[src/rtl/cla_multiword_seq.sv]
// Multi-cycle wide adder/subtractor: feeds one N-bit slice per cycle through a
// carry-lookahead stage, registering the slice carry-out into the next slice.
module cla_multiword_seq #(
    parameter int N     = 8,
    parameter int WORDS = 4
) (
    input  logic                 clk,
    input  logic                 rst,
    input  logic                 in_valid_i,
    output logic                 in_ready_o,
    input  logic [N*WORDS-1:0]   a_i,
    input  logic [N*WORDS-1:0]   b_i,
    input  logic                 cin_i,
    input  logic                 sub_i,
    output logic                 out_valid_o,
    input  logic                 out_ready_i,
    output logic [N*WORDS-1:0]   sum_o,
    output logic                 cout_o,
    output logic                 busy_o
);

    localparam int W  = N * WORDS;
    localparam int IW = (WORDS > 1) ? $clog2(WORDS) : 1;

    typedef enum logic [1:0] {IDLE, ADD, DONE} state_t;

    state_t          state_q, state_d;
    logic [W-1:0]    opA_q, opA_d;
    logic [W-1:0]    opB_q, opB_d;
    logic [W-1:0]    sum_q, sum_d;
    logic [IW-1:0]   idx_q, idx_d;
    logic            carry_q, carry_d;
    logic            cout_q, cout_d;
    logic            outValid_q, outValid_d;

    int              sliceBase;
    logic [N-1:0]    sliceA, sliceB, sliceG, sliceP, sliceSum;
    logic [N:0]      sliceC;
    logic            sliceCout;

    // Carry-lookahead stage over the slice selected by idx, seeded by the registered carry.
    always_comb begin
        sliceBase = N * int'(idx_q);
        sliceA    = opA_q[sliceBase +: N];
        sliceB    = opB_q[sliceBase +: N];
        sliceG    = sliceA & sliceB;
        sliceP    = sliceA ^ sliceB;
        sliceC    = '0;
        sliceC[0] = carry_q;
        for (int i = 0; i < N; i++) begin
            sliceC[i+1] = sliceG[i] | (sliceP[i] & sliceC[i]);
        end
        sliceSum  = sliceP ^ sliceC[N-1:0];
        sliceCout = sliceC[N];
    end

    // Next-state logic: capture in IDLE, one slice per ADD cycle, hold result in DONE.
    always_comb begin
        state_d    = state_q;
        opA_d      = opA_q;
        opB_d      = opB_q;
        sum_d      = sum_q;
        idx_d      = idx_q;
        carry_d    = carry_q;
        cout_d     = cout_q;
        outValid_d = outValid_q;
        case (state_q)
            IDLE: begin
                if (in_valid_i) begin
                    opA_d   = a_i;
                    opB_d   = sub_i ? ~b_i : b_i;
                    carry_d = sub_i ? 1'b1 : cin_i;
                    idx_d   = '0;
                    sum_d   = '0;
                    state_d = ADD;
                end
            end
            ADD: begin
                sum_d[sliceBase +: N] = sliceSum;
                carry_d               = sliceCout;
                if (idx_q == IW'(WORDS - 1)) begin
                    cout_d     = sliceCout;
                    outValid_d = 1'b1;
                    state_d    = DONE;
                end else begin
                    idx_d = idx_q + IW'(1);
                end
            end
            DONE: begin
                if (out_ready_i) begin
                    outValid_d = 1'b0;
                    state_d    = IDLE;
                end
            end
            default: state_d = IDLE;
        endcase
    end

    // Reset aborts any operation in flight and zeroes the visible result.
    always_ff @(posedge clk or posedge rst) begin
        if (rst) begin
            state_q    <= IDLE;
            opA_q      <= '0;
            opB_q      <= '0;
            sum_q      <= '0;
            idx_q      <= '0;
            carry_q    <= 1'b0;
            cout_q     <= 1'b0;
            outValid_q <= 1'b0;
        end else begin
            state_q    <= state_d;
            opA_q      <= opA_d;
            opB_q      <= opB_d;
            sum_q      <= sum_d;
            idx_q      <= idx_d;
            carry_q    <= carry_d;
            cout_q     <= cout_d;
            outValid_q <= outValid_d;
        end
    end

    assign in_ready_o  = (state_q == IDLE) && !rst;
    assign busy_o      = (state_q != IDLE);
    assign out_valid_o = outValid_q;
    assign sum_o       = sum_q;
    assign cout_o      = cout_q;

endmodule

[config.mk]
export PLATFORM = sky130hd
export DESIGN_NAME = cla_multiword_seq
export DESIGN_NICKNAME = d
export VERILOG_FILES = /design/src/rtl/cla_multiword_seq.sv
export SDC_FILE = /design/constraint.sdc
export NUM_CORES = 1
export LEC_CHECK = 0
export CORE_MARGIN = 2
export CORE_UTILIZATION = 46
export DETAILED_ROUTE_END_ITERATION = 8
export PLACE_DENSITY = 0.74
export SLEW_MARGIN = 20
export SYNTH_ARGS = -nofsm -noshare
export SYNTH_HDL_FRONTEND = slang
export SYNTH_SLANG_ARGS = --single-unit
[constraint.sdc]
create_clock -name clk -period 4.2 [get_ports clk]
set_input_delay 0.42 -clock clk [delete_from_list [all_inputs] [get_ports clk]]
set_output_delay 0.42 -clock clk [all_outputs]
set_load 0.01 [all_outputs]
-- Yosys cells after proc, flatten, opt, wreduce, memory -nomap -nowiden
Cells that the tools add are included.
- RAM bits: 0
- memories kept: 0
- register bits after elaboration: 103
- latch bits: 0
- logic and storage cells: 70
- ROM bits: 0
- output and inout port bits: 36
- order comparisons: 0
- bitwise operators: 20
- add/subtract/negate cells: 2
- multiplexer cells: 17
- multiply operators: 0
- reductions and logical operators: 12
- equal/unequal tests: 7
- div/mod/pow operators: 0
- shift-type cells: 4
- operators by type and width (kind ; count):
    $mux 32 ; 2
    $pmux 32 s2 ; 1
    $shiftx 32x6->8 ; 2
    $neg 5->33 ; 1
    $shift 8x33->32 const A ; 1
    $shiftx 8x33->32 ; 1
    $bwmux 32 ; 1
    $not 32->32 ; 1
    $xor 8x8->8 ; 2
    $mux 2 ; 5
    $reduce_and 3->1 ; 3
    $and 1x1->1 ; 8
    $and 8x8->8 ; 1
    $ne 2x2->1 const B ; 4
    $or 1x1->1 ; 8
    $pmux 2 s3 ; 1
    $reduce_and 2->1 ; 3
    $reduce_bool 2->1 ; 3
    $eq 2x2->1 const B ; 2
    $mux 1 ; 4
    $pmux 1 s2 ; 2
    $pmux 2 s2 ; 1
    $add 2x1->2 const B ; 1
    $eq 2x1->1 const B ; 1
    other kinds (3) ; 3

-- Longest topological paths before layout
- depth after elaboration: 20
- depth in mapped cells: 15
- depth with buffers taken out: 13

-- Worst setup path before layout
No wires, ideal clock.
- path kind: reg2reg
- from: register idx_q[1]
- to: register sum_q[23], in the netlist sum_o[23]
- slack: -45 ps
- setup time: 121 ps
- data required time: 4079 ps
- stages on the path, launching flop included: 15
- period minus slack after synthesis: 4245 ps
- arrival time: 4124 ps
- cell sequence: dfrtp_1 > buf_2 > buf_2 > mux4_2 > fa_1 > inv_1 > fa_1 > fa_1 > fa_1 > fa_1 > fa_1 > fa_1 > inv_1 > fa_1 > a22o_1
- cells in the longest elaborated chain, start to end: 20
- elaborated cells between the ends (all ways): 24
- those cells by class: add/sub: 1; shift: 4; mux: 2; bitwise: 17
- ends and longest elaborated chain (what ; line ; source):
    start: declaration ; 31 ; logic [IW-1:0] idx_q, idx_d;
    start signal: assignment ; 115 ; idx_q <= idx_d;
    $shiftx 32x6->8 (on tied branches) ; 44, 45 ;
    $xor 8x8->8 ; 47 ; sliceP = sliceA ^ sliceB;
    $and 1x1->1 ; 51 ; sliceC[i+1] = sliceG[i] | (sliceP[i] & sliceC[i]);
    $or 1x1->1 ; 51 ;
    $and 1x1->1 ; 51 ;
    $or 1x1->1 ; 51 ;
    $and 1x1->1 ; 51 ;
    $or 1x1->1 ; 51 ;
    (+4 left out) ; - ;
    $and 1x1->1 ; 51 ;
    $or 1x1->1 ; 51 ;
    $and 1x1->1 ; 51 ;
    $or 1x1->1 ; 51 ;
    $xor 8x8->8 ; 53 ; sliceSum = sliceP ^ sliceC[N-1:0];
    $shiftx 8x33->32 ; 79 ; sum_d[sliceBase +: N] = sliceSum;
    $bwmux 32 (*) ; 79 ;
    $pmux 32 s2 (*) ; 67 ; case (state_q)
    end signal: assignment ; 114 ; sum_q <= sum_d;
    end: declaration ; 30 ; logic [W-1:0] sum_q, sum_d;
Mark *: on every way between the ends. The rest lies on a longest branch, timed or not.
A chain may end at the register's enable or synchronous reset.

-- Final worst setup path
Same ends and word-level chain as after synthesis.

==> impl_results.md <==
- Share of the core filled with cells in the final layout: 0.601
- Portion of the post-synthesis area used by sequential elements: 0.539
- Detailed Route WL: 10.3 mm
- Share of the synthesized area in the top cell type: 0.539
- Vias/cell: 5.26
- # rows: 37
- Number of antenna violations at the first check in global routing: 0
- CTS hold repair buffers: 0
- CP Class: register to register
- Post-DRT Antenna Nets: 0
- Crit-path max FO: 6
- Proportion of synthesized flip-flops having asynchronous set or reset: 1.00
- CTS buffer count: 9
- Worst path slowest cell: sky130_fd_sc_hd__fa_1
- Adder-cell area share of the yosys netlist: 0.0440
- CP peak stage delay: approximately 450 ps
- Post-detailed-route DRC marker count: 0
- Outcome: completed
- Post-synthesis mux area share: 0.155
- Xor and xnor fraction of the mapped netlist area: 0.0586
- Max capacitance violation total: 0
- TritonCTS clock tree: yes
- Overall routing resource usage: 0.194
- Library cell with the largest summed area after synthesis: sky130_fd_sc_hd__dfrtp_1
- Number of buffers on the longest clock path: 2
- Avg Inst Size Synth: 12.7 um^2
- Filler instances: 837
- Path type of the worst min-delay path: register to register
- Die X: between 100 and 150 um
- Diode count: 0
- Number of hold-slack violations in the final timing report: 0
- Combinational family with the most area after synthesis: multiplexers
- Worst IR Drop VDD: 0.520 mV
- Netlist Area Pre-Place: 0.00478 mm^2
- Startpoint types: register
- Pwr per Cell Area: between 800 and 900 mW/mm^2
- Count of clock tree sinks: 103
- Hpwl dp: approximately 7.6 mm
- Clock transition time at the flip-flop clock pins of the worst setup and hold paths: about 100 ps
- Worst Tran Pin Value: 1000 ps
- First DRT Iteration DRCs: approximately 140
- Flip-flop and latch count after synthesis: between 100 and 150
- Kind of end point of the critical path: register
- First-pass iteration count of the detailed router: 4
- Worst setup skew after layout: 14.4 ps
- Met3 track demand over resource in global routing: 0.0356
- Unrepaired setup endpoints after global routing: false
- Final max-slew violation count: 0
- Post-synthesis to final-layout area growth: 28.5%
- Total die area: 0.0112 mm^2
- LEAKAGE: 2.51 nW
- Setup violation total in the final timing report: 0
- Worst reg-to-reg setup slack: 170 ps
- Final GP Congestion: 0.798
- Global-route wire length before repair: 16.9 mm
- Commonest register cell after synthesis: sky130_fd_sc_hd__dfrtp_1
- Number of flops mapped to enable cells by yosys: 0
- Series of cell instances along the critical path: buf_4 > mux4_2 > fa_1 > inv_1 > fa_1 > fa_2 > fa_2 > fa_2 > fa_2 > fa_1 > inv_2 > fa_1 > a22o_1
- Synthesized-area fraction occupied by ao, oa, aoi and oai cells: 0.104
- Initial cell density of the core: 0.467
- Number of global-route vias before repair: roughly 3200
- Via count: 3247
- Number of buffer cells added on primary ports: 105
- Core region area: between 0.01 and 0.015 mm^2
- Final Critical Period: 4030 ps
- Period utilization: 0.960
- Die Span Y: 106 um
- Most common library cell in the layout ignoring fill and taps: sky130_fd_sc_hd__clkdlybuf4s50_1
- Share of cells above drive strength 1: 0.175
- Top-Level Pins: 106
- Data required time at the worst endpoint: roughly 4500 ps
- CP Data Arrival Time: approximately 4300 ps
- Simple-gate share of the synthesized area: 0.0573
- WL per Instance: 16.7 um
- Met1 Resource Use GR: 0.266
- Final nets: ~560
- Synthesized instance count: 376
- Synth unique cells: 28
- Fmax: about 0.25 GHz
- Net count of the mapped netlist: ~460
- Gr ovfl total: 0
- Post-Route Hold Slack: 500 ps
- Sum of internal, switching and leakage power: 4.96 mW
- Synth warn: 0
- Remaining max-slew budget at the tightest pin: 0.334
- H-tree level count: 3
- Area after detailed placement: 0.00594 mm^2
- Met2 Use GR: 0.324
- Cell chosen for the clock root: sky130_fd_sc_hd__clkbuf_8
- Worst skew pair latency: 370 ps
- Highest-count cells in the layout ignoring fill and taps: sky130_fd_sc_hd__clkdlybuf4s50_1, sky130_fd_sc_hd__dfrtp_1, sky130_fd_sc_hd__nor2_1, sky130_fd_sc_hd__mux2_2, sky130_fd_sc_hd__a21oi_1
- Largest net degree at the start of global routing: 100
- Final Instance Area: 0.00614 mm^2
- Top area cells in the synthesized netlist: sky130_fd_sc_hd__dfrtp_1, sky130_fd_sc_hd__mux2_2, sky130_fd_sc_hd__mux4_2
- GRT busiest layer: met2
-- layout make-up --
type	count	area, um^2	area share
Inverter	21	81.3	0.0132
Clock inverter	7	63.8	0.0104
Multi-Input combinational cell	228	2020	0.329
Clock buffer	9	124	0.0202
Timing Repair Buffer	113	1110	0.180
Sequential cell	103	2580	0.420
Tap cell	136	170	0.0277
-- cell families (layout without fill, tap and decap cells) --
group,after synthesis,in the layout
muxes,50,50
buffers and inverters,45,150
DFF,103,103
adders and majority gates,12,12
xor gates and xnor gates,32,32
and+or+nand+nor,61,61
AOI/OAI and AO/OA,73,73
-- stage by stage --
| stage | setup TNS [ps] | std cells | setup slack (ps) |
|---|---|---|---|
| after global routing | 0 | 617 | 37.2 |
| after detailed placement | -21.1 | 600 | -14.5 |
| after global placement | 0 | 600 | 58.6 |
| final | 0 | 617 | 168 |
| after floorplan | 0 | 376 | 17.1 |
| after CTS | 0 | 617 | 0.380 |
-- repair_timing --
item                       CTS  global route
setup endpoints to repair    3             4
resized for setup            1             5
buffers inserted             1             0
pin swaps                    0             1
-- report_power, final --
part	switching [mW]	internal [mW]	total (mW)
sequential	0.279	1.44	1.72
combinational	1.33	1.32	2.65
clock	0.366	0.229	0.596
total	1.97	2.99	4.96
-- state kept, by name (all words and copies together) (netlist names) --
| name | count |
|---|---|
| idx_q | 2 |
| opA_q | 32 |
| out_valid_o | 1 |
| cout_o | 1 |
| carry_q | 1 |
| opB_q | 32 |
| state_q | 2 |
| sum_o | 32 |
-- path summary, 6_finish.rpt --
check                          start         to  cells past startpoint
max reg2reg                 idx_q[1]  sum_o[23]                     13
max in group asynchronous        rst   opB_q[4]                      3
min reg2reg                sum_o[30]  sum_o[30]                      1
min in group asynchronous        rst   opA_q[1]                      2
max                         idx_q[1]  sum_o[23]                     13
min                        sum_o[30]  sum_o[30]                      1
-- critical path, delay by kind of cell (launching register included) --
kind | cells | cell delay [ps]
fa+ha+maj | 8 | 2750
buf+inv | 3 | 310
mux | 1 | 230
flops | 1 | 430
compound gates | 1 | 220
-- cell usage after synthesis, types with 4 or more instances --
cell,count
sky130_fd_sc_hd__nand2_1,10
sky130_fd_sc_hd__nor2_1,36
sky130_fd_sc_hd__fa_1,8
sky130_fd_sc_hd__a22o_1,4
sky130_fd_sc_hd__a21oi_1,33
sky130_fd_sc_hd__o2bb2ai_1,28
sky130_fd_sc_hd__inv_1,21
sky130_fd_sc_hd__a21o_1,4
sky130_fd_sc_hd__ha_1,4
sky130_fd_sc_hd__mux4_2,16
sky130_fd_sc_hd__xnor2_1,32
sky130_fd_sc_hd__mux2_2,34
sky130_fd_sc_hd__dfrtp_1,103
sky130_fd_sc_hd__buf_2,21
-- metal layers --
| metal | routed length [um] | vias to the layer above | part of all wire |
|---|---|---|---|
| li1 | - | 1510 | - |
| met1 | 4600 | 1635 | 0.45 |
| met2 | 5150 | 97 | 0.50 |
| met3 | 466 | 5 | 0.045 |
| met4 | 88 | 0 | 0.0085 |
| met5 | 0 | - | 0 |
Note: power is estimated with default switching activity, not from simulation.
